## src/rtl/pay_pkg.sv

```systemverilog
// pay_pkg: shared types and helpers for the exit pay station.
//   pay_state_t  : controller state (IDLE, COLLECT, PAID, REFUND)
//   FEE_W        : width of fee / credit / change / refund values
//   coin_value() : maps a coin_sel code to its credit value
package pay_pkg;

  localparam int FEE_W = 32;

  typedef enum logic [1:0] {
    IDLE    = 2'd0,
    COLLECT = 2'd1,
    PAID    = 2'd2,
    REFUND  = 2'd3
  } pay_state_t;

  // The denomination table lives in the top-level parameters, so the
  // values are passed in rather than hard-coded here.
  function automatic logic [FEE_W-1:0] coin_value(
    input logic [1:0]       sel,
    input logic [FEE_W-1:0] v0,
    input logic [FEE_W-1:0] v1,
    input logic [FEE_W-1:0] v2,
    input logic [FEE_W-1:0] v3
  );
    case (sel)
      2'd0:    return v0;
      2'd1:    return v1;
      2'd2:    return v2;
      default: return v3;
    endcase
  endfunction

endpackage

```

## src/rtl/pay_timeout_timer.sv

```systemverilog
// pay_timeout_timer: loadable inactivity down-counter.
//   clk, rst (sync, active-low)
//   load    : reload the counter (wins over en)
//   en      : count down by one, stops at zero
//   expired : counter is at zero
// The counter is loaded with TIMEOUT_CYC-2 in the load cycle. It then reads
// zero TIMEOUT_CYC-1 cycles later, which is the last cycle in which a coin
// can still rescue the transaction; the refund pulse shows one cycle after
// that, i.e. exactly TIMEOUT_CYC cycles after the load cycle.
module pay_timeout_timer #(
  parameter int unsigned TIMEOUT_CYC = 1000
) (
  input  logic clk,
  input  logic rst,
  input  logic load,
  input  logic en,
  output logic expired
);

  localparam int CW = $clog2(TIMEOUT_CYC + 1);
  localparam logic [CW-1:0] LOAD_VAL = CW'(TIMEOUT_CYC - 2);

  logic [CW-1:0] count;

  always_ff @(posedge clk) begin
    if (!rst) begin
      count <= '0;
    end else if (load) begin
      count <= LOAD_VAL;
    end else if (en && (count != '0)) begin
      count <= count - 1'b1;
    end
  end

  assign expired = (count == '0);

endmodule

```

## src/rtl/pay_station_ctrl.sv

```systemverilog
// pay_station_ctrl: exit-side pay station controller.
//   Params  : COIN0..3_VAL coin credit values, TIMEOUT_CYC inactivity limit
//   Inputs  : clk, rst (sync, active-low), fee_ready, fee, coin_valid,
//             coin_sel, cancel
//   Outputs : payment_received, amount_due, credit, change_valid,
//             change_amount, refund_valid, refund_amount, coin_reject, busy,
//             state_dbg (current FSM state)
// Handshake: a transaction starts on a 0->1 edge of fee_ready (fee sampled in
// that cycle). A held level never starts another. coin_valid is a one-cycle
// strobe per accepted coin. Every output is a register, so all responses
// appear the cycle after the input that caused them.
import pay_pkg::*;

module pay_station_ctrl #(
  parameter int unsigned COIN0_VAL   = 1,
  parameter int unsigned COIN1_VAL   = 5,
  parameter int unsigned COIN2_VAL   = 10,
  parameter int unsigned COIN3_VAL   = 20,
  parameter int unsigned TIMEOUT_CYC = 1000
) (
  input  logic             clk,
  input  logic             rst,
  input  logic             fee_ready,
  input  logic [FEE_W-1:0] fee,
  input  logic             coin_valid,
  input  logic [1:0]       coin_sel,
  input  logic             cancel,
  output logic             payment_received,
  output logic [FEE_W-1:0] amount_due,
  output logic [FEE_W-1:0] credit,
  output logic             change_valid,
  output logic [FEE_W-1:0] change_amount,
  output logic             refund_valid,
  output logic [FEE_W-1:0] refund_amount,
  output logic             coin_reject,
  output logic             busy,
  output pay_state_t       state_dbg
);

  pay_state_t       state, next_state;
  logic             fee_ready_q;
  logic [FEE_W-1:0] due_reg;
  logic             fee_rise;
  logic [FEE_W-1:0] coin_val;
  logic [FEE_W:0]   coin_sum;
  logic [FEE_W-1:0] credit_next;
  logic             timer_load, timer_en, timer_expired;

  // Next-cycle register values produced by the output process.
  logic [FEE_W-1:0] due_d, credit_d, amount_due_d, change_amount_d, refund_amount_d;
  logic             pay_d, refund_d, reject_d;

  // The edge register tracks fee_ready in every state, so an edge that
  // lands in PAID or REFUND is consumed there and cannot start a
  // transaction later from a still-high level.
  assign fee_rise = fee_ready && !fee_ready_q;

  assign coin_val = coin_value(coin_sel, FEE_W'(COIN0_VAL), FEE_W'(COIN1_VAL),
                               FEE_W'(COIN2_VAL), FEE_W'(COIN3_VAL));
  assign coin_sum = {1'b0, credit} + {1'b0, coin_val};
  // Saturating add: a carry out pins credit at all-ones.
  assign credit_next = !coin_valid  ? credit :
                       coin_sum[FEE_W] ? '1 : coin_sum[FEE_W-1:0];

  assign timer_load = ((state == IDLE) && fee_rise) || ((state == COLLECT) && coin_valid);
  assign timer_en   = (state == COLLECT);

  pay_timeout_timer #(.TIMEOUT_CYC(TIMEOUT_CYC)) u_timer (
    .clk     (clk),
    .rst     (rst),
    .load    (timer_load),
    .en      (timer_en),
    .expired (timer_expired)
  );

  // State register.
  always_ff @(posedge clk) begin
    if (!rst) begin
      state <= IDLE;
    end else begin
      state <= next_state;
    end
  end

  // Next-state logic. Payment wins over cancel and timeout; a coin in the
  // expiry cycle reloads the timer, so it blocks the timeout.
  always_comb begin
    next_state = state;
    case (state)
      IDLE: begin
        if (fee_rise) next_state = (fee == '0) ? PAID : COLLECT;
      end
      COLLECT: begin
        if (credit_next >= due_reg) begin
          next_state = PAID;
        end else if (cancel || (timer_expired && !coin_valid)) begin
          next_state = REFUND;
        end
      end
      default: next_state = IDLE;
    endcase
  end

  // Output logic: next values for every output register.
  always_comb begin
    due_d           = due_reg;
    credit_d        = credit;
    pay_d           = 1'b0;
    change_amount_d = '0;
    refund_d        = 1'b0;
    refund_amount_d = '0;
    reject_d        = coin_valid && (state != COLLECT);
    case (state)
      IDLE: begin
        if (fee_rise) begin
          due_d    = fee;
          credit_d = '0;
          pay_d    = (next_state == PAID);
        end
      end
      COLLECT: begin
        credit_d = credit_next;
        if (next_state == PAID) begin
          pay_d           = 1'b1;
          change_amount_d = credit_next - due_reg;
        end else if (next_state == REFUND) begin
          refund_d        = 1'b1;
          refund_amount_d = credit_next;
        end
      end
      default: begin
        // Transaction finished: nothing owed, nothing held.
        due_d    = '0;
        credit_d = '0;
      end
    endcase
    amount_due_d = (due_d > credit_d) ? (due_d - credit_d) : '0;
  end

  // Datapath and output registers.
  always_ff @(posedge clk) begin
    if (!rst) begin
      fee_ready_q      <= 1'b0;
      due_reg          <= '0;
      credit           <= '0;
      amount_due       <= '0;
      payment_received <= 1'b0;
      change_valid     <= 1'b0;
      change_amount    <= '0;
      refund_valid     <= 1'b0;
      refund_amount    <= '0;
      coin_reject      <= 1'b0;
      busy             <= 1'b0;
    end else begin
      fee_ready_q      <= fee_ready;
      due_reg          <= due_d;
      credit           <= credit_d;
      amount_due       <= amount_due_d;
      payment_received <= pay_d;
      change_valid     <= pay_d;
      change_amount    <= change_amount_d;
      refund_valid     <= refund_d;
      refund_amount    <= refund_amount_d;
      coin_reject      <= reject_d;
      busy             <= (next_state != IDLE);
    end
  end

  assign state_dbg = state;

endmodule

```

## config.mk

```make
export PLATFORM = sky130hd
export DESIGN_NAME = pay_station_ctrl
export DESIGN_NICKNAME = d
export VERILOG_FILES = /design/src/rtl/pay_pkg.sv /design/src/rtl/pay_timeout_timer.sv /design/src/rtl/pay_station_ctrl.sv
export SDC_FILE = /design/constraint.sdc
export NUM_CORES = 1
export LEC_CHECK = 0
export ABC_AREA = 1
export BUFFER_PORTS_ARGS = -buffer_cell sky130_fd_sc_hd__clkbuf_2
export CORE_UTILIZATION = 63
export DETAILED_ROUTE_END_ITERATION = 16
export PLACE_DENSITY = 0.87
export SYNTH_ARGS = -nofsm -noshare
export SYNTH_HDL_FRONTEND = slang
export SYNTH_SLANG_ARGS = --single-unit
```

## constraint.sdc

```tcl
create_clock -name clk -period 8.5 [get_ports clk]
set_input_delay 1.7 -clock clk [delete_from_list [all_inputs] [get_ports clk]]
set_output_delay 1.7 -clock clk [all_outputs]
set_load 0.02 [all_outputs]
```

==> impl_summary.log <==
INFO  metric power_leakage = 6.74 nW
INFO  metric aggregate_global_routing_overflow = 0
INFO  metric layout_cells_sized_above_1 = 0.183
INFO  metric post_cts.repair.setup_buffers = 0
INFO  metric syn_area_per_cell = 6.70 um2
INFO  metric source_to_sink_clock_delay_at_the_later_pin_of_the_worst_skew_pair = 0.45 ns
INFO  metric route.layer.met1.wl = 16,300 um
INFO  metric critPathArrivalTime = 6.11 ns
INFO  metric vdd.ir_drop.worst = 0.000153 V
INFO  metric endpoint_kind = flip-flop
INFO  metric timing.setup.tns = 0 ns
INFO  metric n_fill_cell = 1,602
INFO  metric path_clk_slew = 0.08 ns
INFO  metric worst_slack = 2.76 ns
INFO  metric worstMarginPinSlew = 1.24 ns
INFO  metric layout_worst_path_cycle_share = 0.676
INFO  metric grtUsageTotal = 0.395
INFO  metric max-slew-margin-rel = 0.173
INFO  metric mostFrequentLayoutCell = nand2_1
INFO  metric ys.warnings.count = 0
INFO  metric num_antenna_cells = 0
INFO  metric hold_buffers_post_cts = 0
INFO  metric finalWorstPathRequiredPeriod = 5.74 ns
INFO  metric htree_levels = 4
INFO  metric post-route-util = 0.735
INFO  metric io-pin-count = 174
INFO  metric timing.clock.skew = 0.0106 ns
INFO  metric timing.critical_path.fanout_max = 32
INFO  metric total_clock_buffers_created_by_cts = 17
INFO  metric route.antenna.remaining_nets = 0
INFO  metric max_freq = 174 MHz
INFO  metric hpwl = 31,400 um
INFO  metric area_growth = 12.8%
INFO  metric wire_length_of_the_first_global_routing_pass = 59,300 um
INFO  metric initial_core_util = 0.652
INFO  metric total_power = 2.71 mW
INFO  metric cts_repair_resize_count = 0
INFO  metric dr.pass1.iters = 6
INFO  metric rows = 49
INFO  metric tritoncts = yes
INFO  metric drt_drc_violations_left = 0
INFO  metric wl_per_cell = 17.8 um
INFO  metric cp.required = 8.86 ns
INFO  metric clk_path_buf_depth = 2
INFO  metric worstSetupPathType = in -> reg
INFO  metric numClockSinks = 177
INFO  metric hold_viol = 0
INFO  metric vias_after_detailed_routing = 12,600
INFO  metric holdCritPathClass = reg -> reg
INFO  metric yosys_register_bits = 177
INFO  metric cts-root-buf = clkbuf_16
INFO  metric met3WireLength = 4260 um
INFO  metric worst_hold_path.endpoint = u_timer.count[0]
INFO  metric avgViaCountPerCell = 5.77
INFO  metric top_layer = met4
INFO  metric synth_area = 11,900 um2
INFO  metric syn_inst = 1,778
INFO  metric worst-r2r-setup-slack = 3.73 ns
INFO  metric crit-reg2reg-launch = credit[0]
INFO  metric timing.critical_path.from_type = input port
INFO  metric grt_start_max_net_pins = 57
INFO  metric detail_route.wirelength = 38,800 um
INFO  metric globalplace.congestion = 1.06
INFO  metric grt_antenna_before_repair = 0
INFO  metric pwr_density_cell = 202 nW/um2
INFO  metric placement.io_buffers = 173
INFO  metric hold-path-cell-count = 2
INFO  metric reg2reg_to = amount_due[31]
INFO  metric layout_common_cells = nand2_1 (385), inv_1 (259), nor2_1 (185), dfxtp_1 (177), clkbuf_2 (173)
INFO  metric grt_setup_unrepaired = no
INFO  metric min_delay_src = u_timer.count[0]
INFO  metric synth_cell_type_count = 51
INFO  metric die_area = 19,500 um2
INFO  metric maxCapViolCount = 0
INFO  metric die_x = 140 um
INFO  metric yosysSeqAreaShare = 0.297
INFO  metric die_height = 140 um
INFO  metric postSynthNetCount = 1,891
INFO  metric first_global_vias = 11,200
INFO  metric run_status = finished clean
INFO  metric routed-wl-met2 = 16,700 um
INFO  metric first_iter_violations = 1,365
INFO  metric core-area = 18,300 um2
INFO  metric report.final.setup_viol = 0
INFO  metric timing.reg2reg.worst_path_depth = 22
INFO  metric report.final.slew_viol_count = 0
INFO  metric nets = 2,050
INFO  metric placement.setup.worst_slack = 2.41 ns
## worst max-delay path, stage by stage
cell	delay, ns
clkbuf_2	0.09
inv_1	0.06
ha_1	0.21
fa_1	0.43
nand3_1	0.11
nand3_1	0.11
nand3_1	0.09
nand2_1	0.10
nand2_1	0.08
nor2_1	0.04
nand3_1	0.21
nand3_1	0.40
a21boi_0	0.55
ha_1	0.30
inv_1	0.12
nor3_1	0.19
inv_1	0.08
nor2_1	0.09
inv_1	0.06
nor3_1	0.21
nand2_1	0.11
nand2_1	0.10
nand2_2	0.39
a21oi_1	0.28
## synth_stat cells (all sizes together)
cell type,number,share of area
dfxtp,177,0.30
a21boi,11,0.0076
o21bai,13,0.0082
o2111ai,1,0.00074
fa,3,0.0050
nand4,29,0.015
a22oi,9,0.0074
a21oi,142,0.065
a31oi,3,0.0021
nand3,112,0.058
a21o,7,0.0044
nor4,8,0.0042
nor2b,1,0.00053
nor2,262,0.10
xnor2,13,0.0096
buf,21,0.014
nand3b,11,0.0069
o21ai,83,0.035
mux2i,1,0.00084
a31o,1,0.00074
or2,9,0.0047
inv,275,0.087
and2,18,0.0095
and3,4,0.0021
xor2,32,0.024
nor3b,1,0.00063
nor3,30,0.013
o22ai,14,0.0074
clkbuf,15,0.0047
ha,71,0.075
nand2,395,0.13
o21a,6,0.0038
## worst max-delay path by stage
stage                startpoint                to  slack (ns)
global placement    coin_sel[1]      refund_valid        2.57
floorplan           coin_sel[1]    amount_due[21]        3.49
global route        coin_sel[1]    amount_due[31]        2.38
finish              coin_sel[1]    amount_due[31]        2.76
detailed placement  coin_sel[1]  refund_amount[1]        2.41
CTS                 coin_sel[1]  refund_amount[1]        2.86
## cell families (layout without fill, tap and decap cells)
group,count (synthesis),count (layout),synth area share
adders and majority gates,74,74,0.0796
muxes,1,1,0.000840
xor gates and xnor gates,45,45,0.0331
buffers and inverters,311,483,0.106
DFF,177,177,0.297
AOI/OAI and AO/OA,290,290,0.142
and+or+nand+nor,880,880,0.341
## final cells by class
| type | instances | area, um2 | share of cell area |
|---|---|---|---|
| clock buffers | 17 | 425 | 0.0317 |
| clock inverters | 15 | 143 | 0.0106 |
| inverters | 275 | 1030 | 0.0768 |
| multi-input cells | 1290 | 7120 | 0.530 |
| flip-flops and latches | 177 | 3540 | 0.264 |
| well taps | 229 | 287 | 0.0213 |
| repair buffers | 176 | 888 | 0.0661 |
## per-layer routing
metal | vias up | GRT usage
met4 | 0 | 0.170
met5 | - | 0
met2 | 735 | 0.608
met1 | 5702 | 0.538
met3 | 104 | 0.0791
li1 | 6037 | -
## power breakdown
part           total, mW  internal [mW]  leakage [nW]  switching, mW
clock network      0.776          0.389         0.275          0.387
logic               1.02          0.317          5.02          0.699
registers          0.922          0.893          1.44         0.0284
total               2.71           1.60          6.74           1.11
## metrics by stage
step	std cells	cell area, um2	hold slack (ns)
floorplan	1778	11900	0.440
global placement	2147	12900	0.449
detailed placement	2147	12900	0.460
CTS	2179	13400	0.471
global route	2179	13400	0.502
finish	2179	13400	0.471
(Power assumes the default switching activity.)
